<file path="config.mk">
export PLATFORM = sky130hd
export DESIGN_NAME = cl_imem_boot_loader
export DESIGN_NICKNAME = d
export VERILOG_FILES = /design/src/rtl/cl_imem_boot_loader.sv
export SDC_FILE = /design/constraint.sdc
export NUM_CORES = 2
export LEC_CHECK = 0
export ABC_AREA = 1
export ABC_CLOCK_PERIOD_IN_PS = 3600
export BUFFER_PORTS_ARGS = -buffer_cell sky130_fd_sc_hd__clkbuf_2
export CAP_MARGIN = 20
export CORE_AREA = 2 2 290 292
export DETAILED_ROUTE_END_ITERATION = 8
export DIE_AREA = 0 0 292 294
export GPL_ROUTABILITY_DRIVEN = 1
export PLACE_DENSITY = 0.77
export SYNTH_ARGS = -nofsm -noshare
export SYNTH_HDL_FRONTEND = slang
export SYNTH_SLANG_ARGS = --single-unit
</file>
<file path="constraint.sdc">
create_clock -name clk_main_a0 -period 3.6 [get_ports clk_main_a0]
set_input_delay 0.18 -clock clk_main_a0 [delete_from_list [all_inputs] [get_ports clk_main_a0]]
set_output_delay 0.18 -clock clk_main_a0 [all_outputs]
set_load 0.05 [all_outputs]
</file>
<file path="src/rtl/cl_imem_boot_loader.sv">
// rtl/cl_imem_boot_loader.sv - DDR-to-IMEM boot loader: AXI4 burst reads unpacked into 32-bit IMEM writes.
// Releases the downstream core from reset once the whole image has been written.
module cl_imem_boot_loader #(
    parameter int          ADDR_W    = 64,
    parameter int          DATA_W    = 512,
    parameter int          IMEM_AW   = 14,
    parameter int          MAX_BURST = 16,
    parameter logic [15:0] AXI_ID    = 16'h0
) (
    input  logic                clk_main_a0,
    input  logic                rst_main_n,
    input  logic                start,
    input  logic [ADDR_W-1:0]   base_addr,
    input  logic [IMEM_AW:0]    word_cnt,
    output logic [ADDR_W-1:0]   araddr,
    output logic [7:0]          arlen,
    output logic [15:0]         arid,
    output logic [2:0]          arsize,
    output logic                arvalid,
    input  logic                arready,
    input  logic [DATA_W-1:0]   rdata,
    input  logic [1:0]          rresp,
    input  logic                rlast,
    input  logic                rvalid,
    output logic                rready,
    output logic                imem_we,
    output logic [IMEM_AW-1:0]  imem_addr,
    output logic [31:0]         imem_wdata,
    output logic                core_rst_n,
    output logic                busy,
    output logic                done,
    output logic                err
);

    localparam int WC_W = IMEM_AW + 1;
    localparam int BW   = IMEM_AW - 2;
    localparam logic [BW-1:0] MB = BW'(MAX_BURST);

    typedef enum logic [2:0] {IDLE, ADDR, DATA, DONE, ERR} state_t;

    state_t              state_q, state_d;
    logic                start_q, start_d;
    logic [WC_W-1:0]     word_cnt_q, word_cnt_d;
    logic [ADDR_W-1:0]   base_q, base_d;
    logic [BW-1:0]       beats_left_q, beats_left_d;
    logic [BW-1:0]       beats_issued_q, beats_issued_d;
    logic [7:0]          cur_len_q, cur_len_d;
    logic [7:0]          beat_cnt_q, beat_cnt_d;
    logic                got_last_q, got_last_d;
    logic                err_pend_q, err_pend_d;
    logic [DATA_W-1:0]   buf_q, buf_d;
    logic                buf_vld_q, buf_vld_d;
    logic [3:0]          buf_idx_q, buf_idx_d;
    logic [WC_W-1:0]     wr_idx_q, wr_idx_d;

    logic                trig;
    logic                last_word;
    logic                accept;
    logic                beat_err;
    logic [WC_W:0]       wc_round;
    logic [BW-1:0]       beats_init;
    logic [BW-1:0]       burst_beats;

    assign trig        = start & ~start_q;
    assign wc_round    = {1'b0, word_cnt} + (WC_W+1)'(15);
    assign beats_init  = wc_round[WC_W:4];
    assign burst_beats = (beats_left_q > MB) ? MB : beats_left_q;

    assign arvalid = (state_q == ADDR);
    assign arlen   = arvalid ? 8'(burst_beats - BW'(1)) : 8'd0;
    assign araddr  = arvalid ? (base_q + (ADDR_W'(beats_issued_q) << 6)) : '0;
    assign arid    = AXI_ID;
    assign arsize  = 3'd6;

    // Word is final when the beat is exhausted or the image ends inside it.
    assign last_word = buf_vld_q & ((buf_idx_q == 4'd15) | ((wr_idx_q + WC_W'(1)) == word_cnt_q));
    // rready depends only on registered state, never on rvalid.
    assign rready    = (state_q == DATA) & ~got_last_q & (err_pend_q | ~buf_vld_q | last_word);
    assign accept    = rvalid & rready;
    assign beat_err  = (rresp != 2'b00) | (rlast != (beat_cnt_q == cur_len_q));

    assign imem_we    = (state_q == DATA) & buf_vld_q & ~err_pend_q;
    assign imem_addr  = wr_idx_q[IMEM_AW-1:0];
    assign imem_wdata = buf_q[31:0];

    assign busy       = (state_q == ADDR) | (state_q == DATA);
    assign done       = (state_q == DONE);
    assign err        = (state_q == ERR);
    assign core_rst_n = (state_q == DONE);

    always_comb begin
        state_d        = state_q;
        start_d        = start;
        word_cnt_d     = word_cnt_q;
        base_d         = base_q;
        beats_left_d   = beats_left_q;
        beats_issued_d = beats_issued_q;
        cur_len_d      = cur_len_q;
        beat_cnt_d     = beat_cnt_q;
        got_last_d     = got_last_q;
        err_pend_d     = err_pend_q;
        buf_d          = buf_q;
        buf_vld_d      = buf_vld_q;
        buf_idx_d      = buf_idx_q;
        wr_idx_d       = wr_idx_q;
        case (state_q)
            IDLE, DONE, ERR: begin
                if (trig) begin
                    word_cnt_d     = word_cnt;
                    base_d         = base_addr;
                    beats_left_d   = beats_init;
                    beats_issued_d = '0;
                    wr_idx_d       = '0;
                    err_pend_d     = 1'b0;
                    buf_vld_d      = 1'b0;
                    got_last_d     = 1'b0;
                    state_d        = (word_cnt == '0) ? DONE : ADDR;
                end
            end
            ADDR: begin
                if (arready) begin
                    beats_left_d   = beats_left_q - burst_beats;
                    beats_issued_d = beats_issued_q + burst_beats;
                    cur_len_d      = arlen;
                    beat_cnt_d     = 8'd0;
                    got_last_d     = 1'b0;
                    state_d        = DATA;
                end
            end
            DATA: begin
                if (imem_we) begin
                    wr_idx_d  = wr_idx_q + WC_W'(1);
                    buf_d     = buf_q >> 32;
                    buf_idx_d = buf_idx_q + 4'd1;
                    if (last_word) begin
                        buf_vld_d = 1'b0;
                        if (got_last_q) begin
                            state_d = (beats_left_q == '0) ? DONE : ADDR;
                        end
                    end
                end
                // A new beat may land in the same cycle the previous one drains.
                if (accept) begin
                    beat_cnt_d = beat_cnt_q + 8'd1;
                    if (err_pend_q | beat_err) begin
                        err_pend_d = 1'b1;
                        buf_vld_d  = 1'b0;
                        if (rlast) begin
                            state_d = ERR;
                        end
                    end else begin
                        buf_d      = rdata;
                        buf_vld_d  = 1'b1;
                        buf_idx_d  = 4'd0;
                        got_last_d = rlast;
                    end
                end
            end
            default: state_d = IDLE;
        endcase
    end

    always_ff @(posedge clk_main_a0 or negedge rst_main_n) begin
        if (!rst_main_n) begin
            state_q        <= IDLE;
            start_q        <= 1'b0;
            word_cnt_q     <= '0;
            base_q         <= '0;
            beats_left_q   <= '0;
            beats_issued_q <= '0;
            cur_len_q      <= 8'd0;
            beat_cnt_q     <= 8'd0;
            got_last_q     <= 1'b0;
            err_pend_q     <= 1'b0;
            buf_q          <= '0;
            buf_vld_q      <= 1'b0;
            buf_idx_q      <= 4'd0;
            wr_idx_q       <= '0;
        end else begin
            state_q        <= state_d;
            start_q        <= start_d;
            word_cnt_q     <= word_cnt_d;
            base_q         <= base_d;
            beats_left_q   <= beats_left_d;
            beats_issued_q <= beats_issued_d;
            cur_len_q      <= cur_len_d;
            beat_cnt_q     <= beat_cnt_d;
            got_last_q     <= got_last_d;
            err_pend_q     <= err_pend_d;
            buf_q          <= buf_d;
            buf_vld_q      <= buf_vld_d;
            buf_idx_q      <= buf_idx_d;
            wr_idx_q       <= wr_idx_d;
        end
    end

endmodule

</file>
==> results.json, run 1 <==
{
  "status": "did not finish",
  "haltStage": "5_1_grt",
  "stop_error": "[ERROR GRT-0116] Global routing finished with congestion. Check the congestion regions in the DRC Viewer.",
  "hpwl_microns": 99200,
  "clock-sinks": 657,
  "clockRootBuffer": "clkbuf_16",
  "h-tree-depth": 3,
  "grt_pass1_vias": 45910,
  "die_y_microns": 294,
  "ys_seq_area_share_pct": 40.88,
  "synth.avg_cell_area_sq_um": 6.907,
  "die_w_microns": 292,
  "grt_first_pass_wirelength_microns": 250200,
  "grt_max_degree": 174,
  "clockBufferDepth": 3,
  "num_io_pins": 743,
  "portBuffers": 723,
  "synth_ff_type": "dfrtp_1",
  "synth-edff-count": 0,
  "synth_cell_types": 52,
  "rows": 106,
  "grt_overflow": 4,
  "synth_seq_cells": 657,
  "postSynthCellCount": 5823,
  "async_flop_share_pct": 100.0,
  "gp_congestion": 0.9465,
  "start_util_pct": 48.52,
  "track_usage_pct": 37.52,
  "cts_buffers": 76,
  "syn_area_sq_um": 40220,
  "yosys_warnings": 0
}
[metrics by stage]
stage	utilization, %	setup WS (ns)	hold slack, ns	cells	cell area [sq um]
CTS	63.58	0.02135	0.0007193	8003	52710
detailed placement	53.56	0.3434	0.3060	7295	44400
global placement	53.56	0.4055	0.3119	7295	44400
floorplan	-	0.2273	-0.1156	5847	40310
[synthesized netlist by cell type (3+ instances only)]
| library cell | instances | area (sq um) |
|---|---|---|
| nand2_1 | 2749 | 10320 |
| dfrtp_1 | 657 | 16440 |
| a21oi_1 | 552 | 2763 |
| a21o_1 | 453 | 3401 |
| clkbuf_1 | 232 | 870.8 |
| o21ai_0 | 206 | 1031 |
| inv_1 | 200 | 750.7 |
| nor2_1 | 173 | 649.4 |
| nand3_1 | 118 | 590.6 |
| buf_2 | 116 | 580.6 |
| buf_4 | 67 | 503.0 |
| nor3_1 | 36 | 180.2 |
| xor2_1 | 33 | 289.0 |
| a31o_2 | 32 | 280.3 |
| ha_1 | 28 | 350.3 |
| nand4_1 | 24 | 150.1 |
| buf_1 | 16 | 60.06 |
| nor4_1 | 13 | 81.33 |
| buf_6 | 11 | 123.9 |
| a31oi_1 | 10 | 62.56 |
| o22ai_1 | 8 | 50.05 |
| xnor2_1 | 8 | 70.07 |
| mux2i_1 | 7 | 70.07 |
| or2_2 | 7 | 43.79 |
| inv_2 | 5 | 18.77 |
| nand3b_1 | 5 | 37.54 |
| o21ai_1 | 5 | 25.02 |
| o211ai_1 | 4 | 30.03 |
| o21a_1 | 4 | 30.03 |
| o31ai_1 | 4 | 30.03 |
| a22o_1 | 3 | 26.28 |
| a22oi_1 | 3 | 22.52 |
| nand3_2 | 3 | 30.03 |
| o21bai_1 | 3 | 22.52 |
[cell families after synthesis]
kind of cell / Yosys count / synth area share [%]
AO/OA/AOI/OAI: 1298 / 19.57
other: 2 / 0.01867
adder cells (fa/ha/maj): 30 / 0.9706
flip-flops: 657 / 40.88
AND/OR/NAND/NOR: 3139 / 30.25
buffers and inverters: 649 / 7.248
XOR/XNOR: 41 / 0.8928
multiplexers: 7 / 0.1742
[routing by layer]
layer | GRT usage [%] | GRT overflow
met5 | 1.702 | 0
met4 | 25.41 | 1
met3 | 12.52 | 0
met2 | 59.41 | 3
met1 | 43.08 | 0
[what timing repair did]
item,4_1_cts
hold buffers,575
setup endpoints to repair,19
endpoints found under the hold margin,647
pin swaps,3
buffers inserted,1
resized for setup,23
==> run 2: changes to the inputs <==
- CORE_AREA: 2 2 290 292 -> default
- CORE_MARGIN: default -> 2
- CORE_UTILIZATION: default -> 40
- DIE_AREA: 0 0 292 294 -> default
- PLACE_DENSITY: 0.77 -> default
- PLACE_DENSITY_LB_ADDON: default -> 0.15
==> run 2 against run 1 <==
  * The run now ends clean
  * Synthesized cell count unchanged
  * Synthesized area unchanged
==> results.json, run 2 <==
{
  "finalCriticalPeriod_ns": 3.453,
  "clock-sinks": 657,
  "dieArea_sq_um": 103100,
  "status": "finished, final reports clean",
  "hold_violations": 0,
  "finalSetupViolCount": 0,
  "syn_area_sq_um": 40220,
  "crit_path_start_kind": "register",
  "fmax_ghz": 0.2896,
  "hold_class": "in2reg",
  "synthAdderAreaFrac_pct": 0.9706,
  "synth_compound_area_share_pct": 19.57,
  "portBuffers": 723,
  "critPathArrivalTime_ns": 3.27,
  "core_sq_um": 99860,
  "finalWorstSetupSlack_ns": 0.1472,
  "h-tree-depth": 3,
  "num_io_pins": 743,
  "grt_pass1_vias": 41394,
  "drive_gt1_share_pct": 15.20,
  "max-vdd-ir-drop_mv": 0.6519,
  "cts_buffers": 81,
  "antenna_found_initial": 24,
  "nets": 7538,
  "design_power_total_mw": 38.39,
  "grt_max_degree": 172,
  "drc": 0,
  "yosys-top-cells-count": "nand2_1 (2,749), dfrtp_1 (657), a21oi_1 (552)",
  "synth_top_family_by_area": "simple AND/OR/NAND/NOR gates",
  "max_slew_margin_pct": 12.12,
  "rows": 116,
  "clockRootBuffer": "clkbuf_16",
  "required_ns": 3.42,
  "met3WireLength_microns": 8286,
  "critical_path_peak_fanout": 6,
  "fin_crit_sh_pct": 95.91,
  "track_usage_pct": 28.91,
  "clock_latency_ns": 0.65,
  "synth_top_area_share_pct": 40.88,
  "grt_overflow": 0,
  "end_kind": "primary output",
  "reg.largest.list": "buf_q: 512 flops, base_q: 64 flops",
  "postRouteWirelength_microns": 153500,
  "async_flop_share_pct": 100.0,
  "mostFrequentLayoutCells": "nand2_1 (2,742), clkbuf_2 (704), dfrtp_1 (654)",
  "syn_to_final_growth_pct": 34.15,
  "finClkSkew_ns": 0.01870,
  "yosys_warnings": 0,
  "dr_wl_met2_microns": 70370,
  "synth_ff_type": "dfrtp_1",
  "synth-simple-area-share_pct": 30.25,
  "cts_tree": "built",
  "gp_congestion": 0.9454,
  "synth_cell_types": 52,
  "postRouteAntennaNets": 0,
  "wirelength_met1_microns": 65060,
  "drt-initial-drc-count": 3351,
  "maxCapViolations": 0,
  "largest_register_ff_count": 512,
  "synth.mux.area_fraction_pct": 0.1742,
  "synth-edff-count": 0,
  "grt_first_pass_wirelength_microns": 234900,
  "yosys.cell_count.top_type": "nand2_1",
  "drt-vias-per-instance": 5.171,
  "layout_commonest_cell": "nand2_1",
  "power.density_nw_per_um2": 711.5,
  "clockBufferDepth": 3,
  "routed.top_layer": "met5",
  "die_w_microns": 321.1,
  "synth_seq_cells": 657,
  "wire_per_inst_microns": 18.50,
  "fillerInstances": 9508,
  "rsz0062_at_grt": "true",
  "postSynthCellCount": 5823,
  "synth.avg_cell_area_sq_um": 6.907,
  "p_leak_nw": 29.25,
  "synth_xor_area_share_pct": 0.8928,
  "path_clk_slew_ns": 0.07,
  "criticalPathCategory": "reg2out",
  "regMostFlops": "buf_q",
  "hpwl_microns": 104000,
  "final-max-slew-violation-count": 0,
  "yosysTopAreaCell": "dfrtp_1",
  "worstMarginPinSlew_ns": 1.318,
  "die_y_microns": 321.1,
  "start_util_pct": 40.28,
  "dr_total_vias": 42886,
  "dp_slack_ns": 0.2274,
  "synthTopCellsByArea": "dfrtp_1 (41%), nand2_1 (26%), a21o_1 (8.5%), a21oi_1 (6.9%), o21ai_0 (2.6%)",
  "first_pass_iters": 6,
  "ys_seq_area_share_pct": 40.88
}
run 2: what timing repair did:
action,in CTS,in global routing
endpoints found under the hold margin,660,0
pin swaps,9,10
resized for setup,34,39
endpoints found under the setup margin,25,30
hold buffers,590,0
buffers inserted,4,4
gates cloned,0,0
run 2: final cells by class:
type,instances,area (sq um),share of cell area [%]
Timing Repair Buffer,1421,11180,20.72
Clock inverter,17,150.1,0.2783
Inverter,207,792.0,1.468
Antenna cell,23,57.56,0.1067
Tap cell,1298,1624,3.010
Clock buffer,130,2484,4.603
Multi-Input combinational cell,4541,21230,39.34
Sequential cell,657,16440,30.48
run 2: report_power, final:
part	internal (mW)	switching [mW]
Clock	4.85	3.37
Combinational	6.58	10.7
Sequential	10.6	2.23
Total	22.1	16.3
run 2: critical path: stages, from the launching register on:
cell      delay, ns
dfrtp_1        0.53
inv_1          0.19
nor3_1         0.37
inv_1          0.07
nor2_1         0.25
nand3_1        0.14
o21ai_2        0.27
nand4_1        0.19
xor2_1         0.21
nor2_1         0.11
clkbuf_2       0.29
run 2: cells by family (layout without fill, tap and decap cells):
logic type	count (synthesis)	count (layout)
simple gates	3139	3139
mux	7	7
compound gates	1298	1298
flops	657	657
xor+xnor	41	41
other cells	2	49
fa+ha+maj	30	30
buf+inv	649	1775
run 2: through the flow:
step	area, sq um	TNS (ns)	utilization [%]	hold WS [ns]	cells
2_1_floorplan	40310	0	-	-0.1156	5847
3_3_place_gp	45030	0	45.09	0.3053	7526
3_5_place_dp	45030	0	45.09	0.2976	7526
4_1_cts	53750	0	53.83	0.008243	8267
5_1_grt	53940	-0.2478	54.01	0.01557	8285
6_report	53960	0	54.04	0.04318	8294
run 2: worst paths after layout:
check	startpoint	endpoint	slack, ns	cells past startpoint
worst max-delay path	base_q[20]$_DFFE_PN0P_	araddr[60]	0.15	10
worst min-delay path	rdata[423]	buf_q[423]$_DFFE_PN0P_	0.04	4
worst max register to register	beats_left_q[1]$_DFFE_PN0P_	beats_issued_q[10]$_DFFE_PN0P_	0.42	21
worst min register to register	base_q[16]$_DFFE_PN0P_	base_q[16]$_DFFE_PN0P_	0.48	2
max in group asynchronous	rst_main_n	buf_q[497]$_DFFE_PN0P_	2.30	3
min in group asynchronous	rst_main_n	beats_left_q[8]$_DFFE_PN0P_	0.19	2
run 2: routing by layer:
layer	global-route usage, %	vias to the layer above
li1	-	20922
met1	37.32	20063
met2	46.19	1465
met3	4.433	428
met4	16.54	8
met5	0	-
Power figures use the tool's default switching activity.
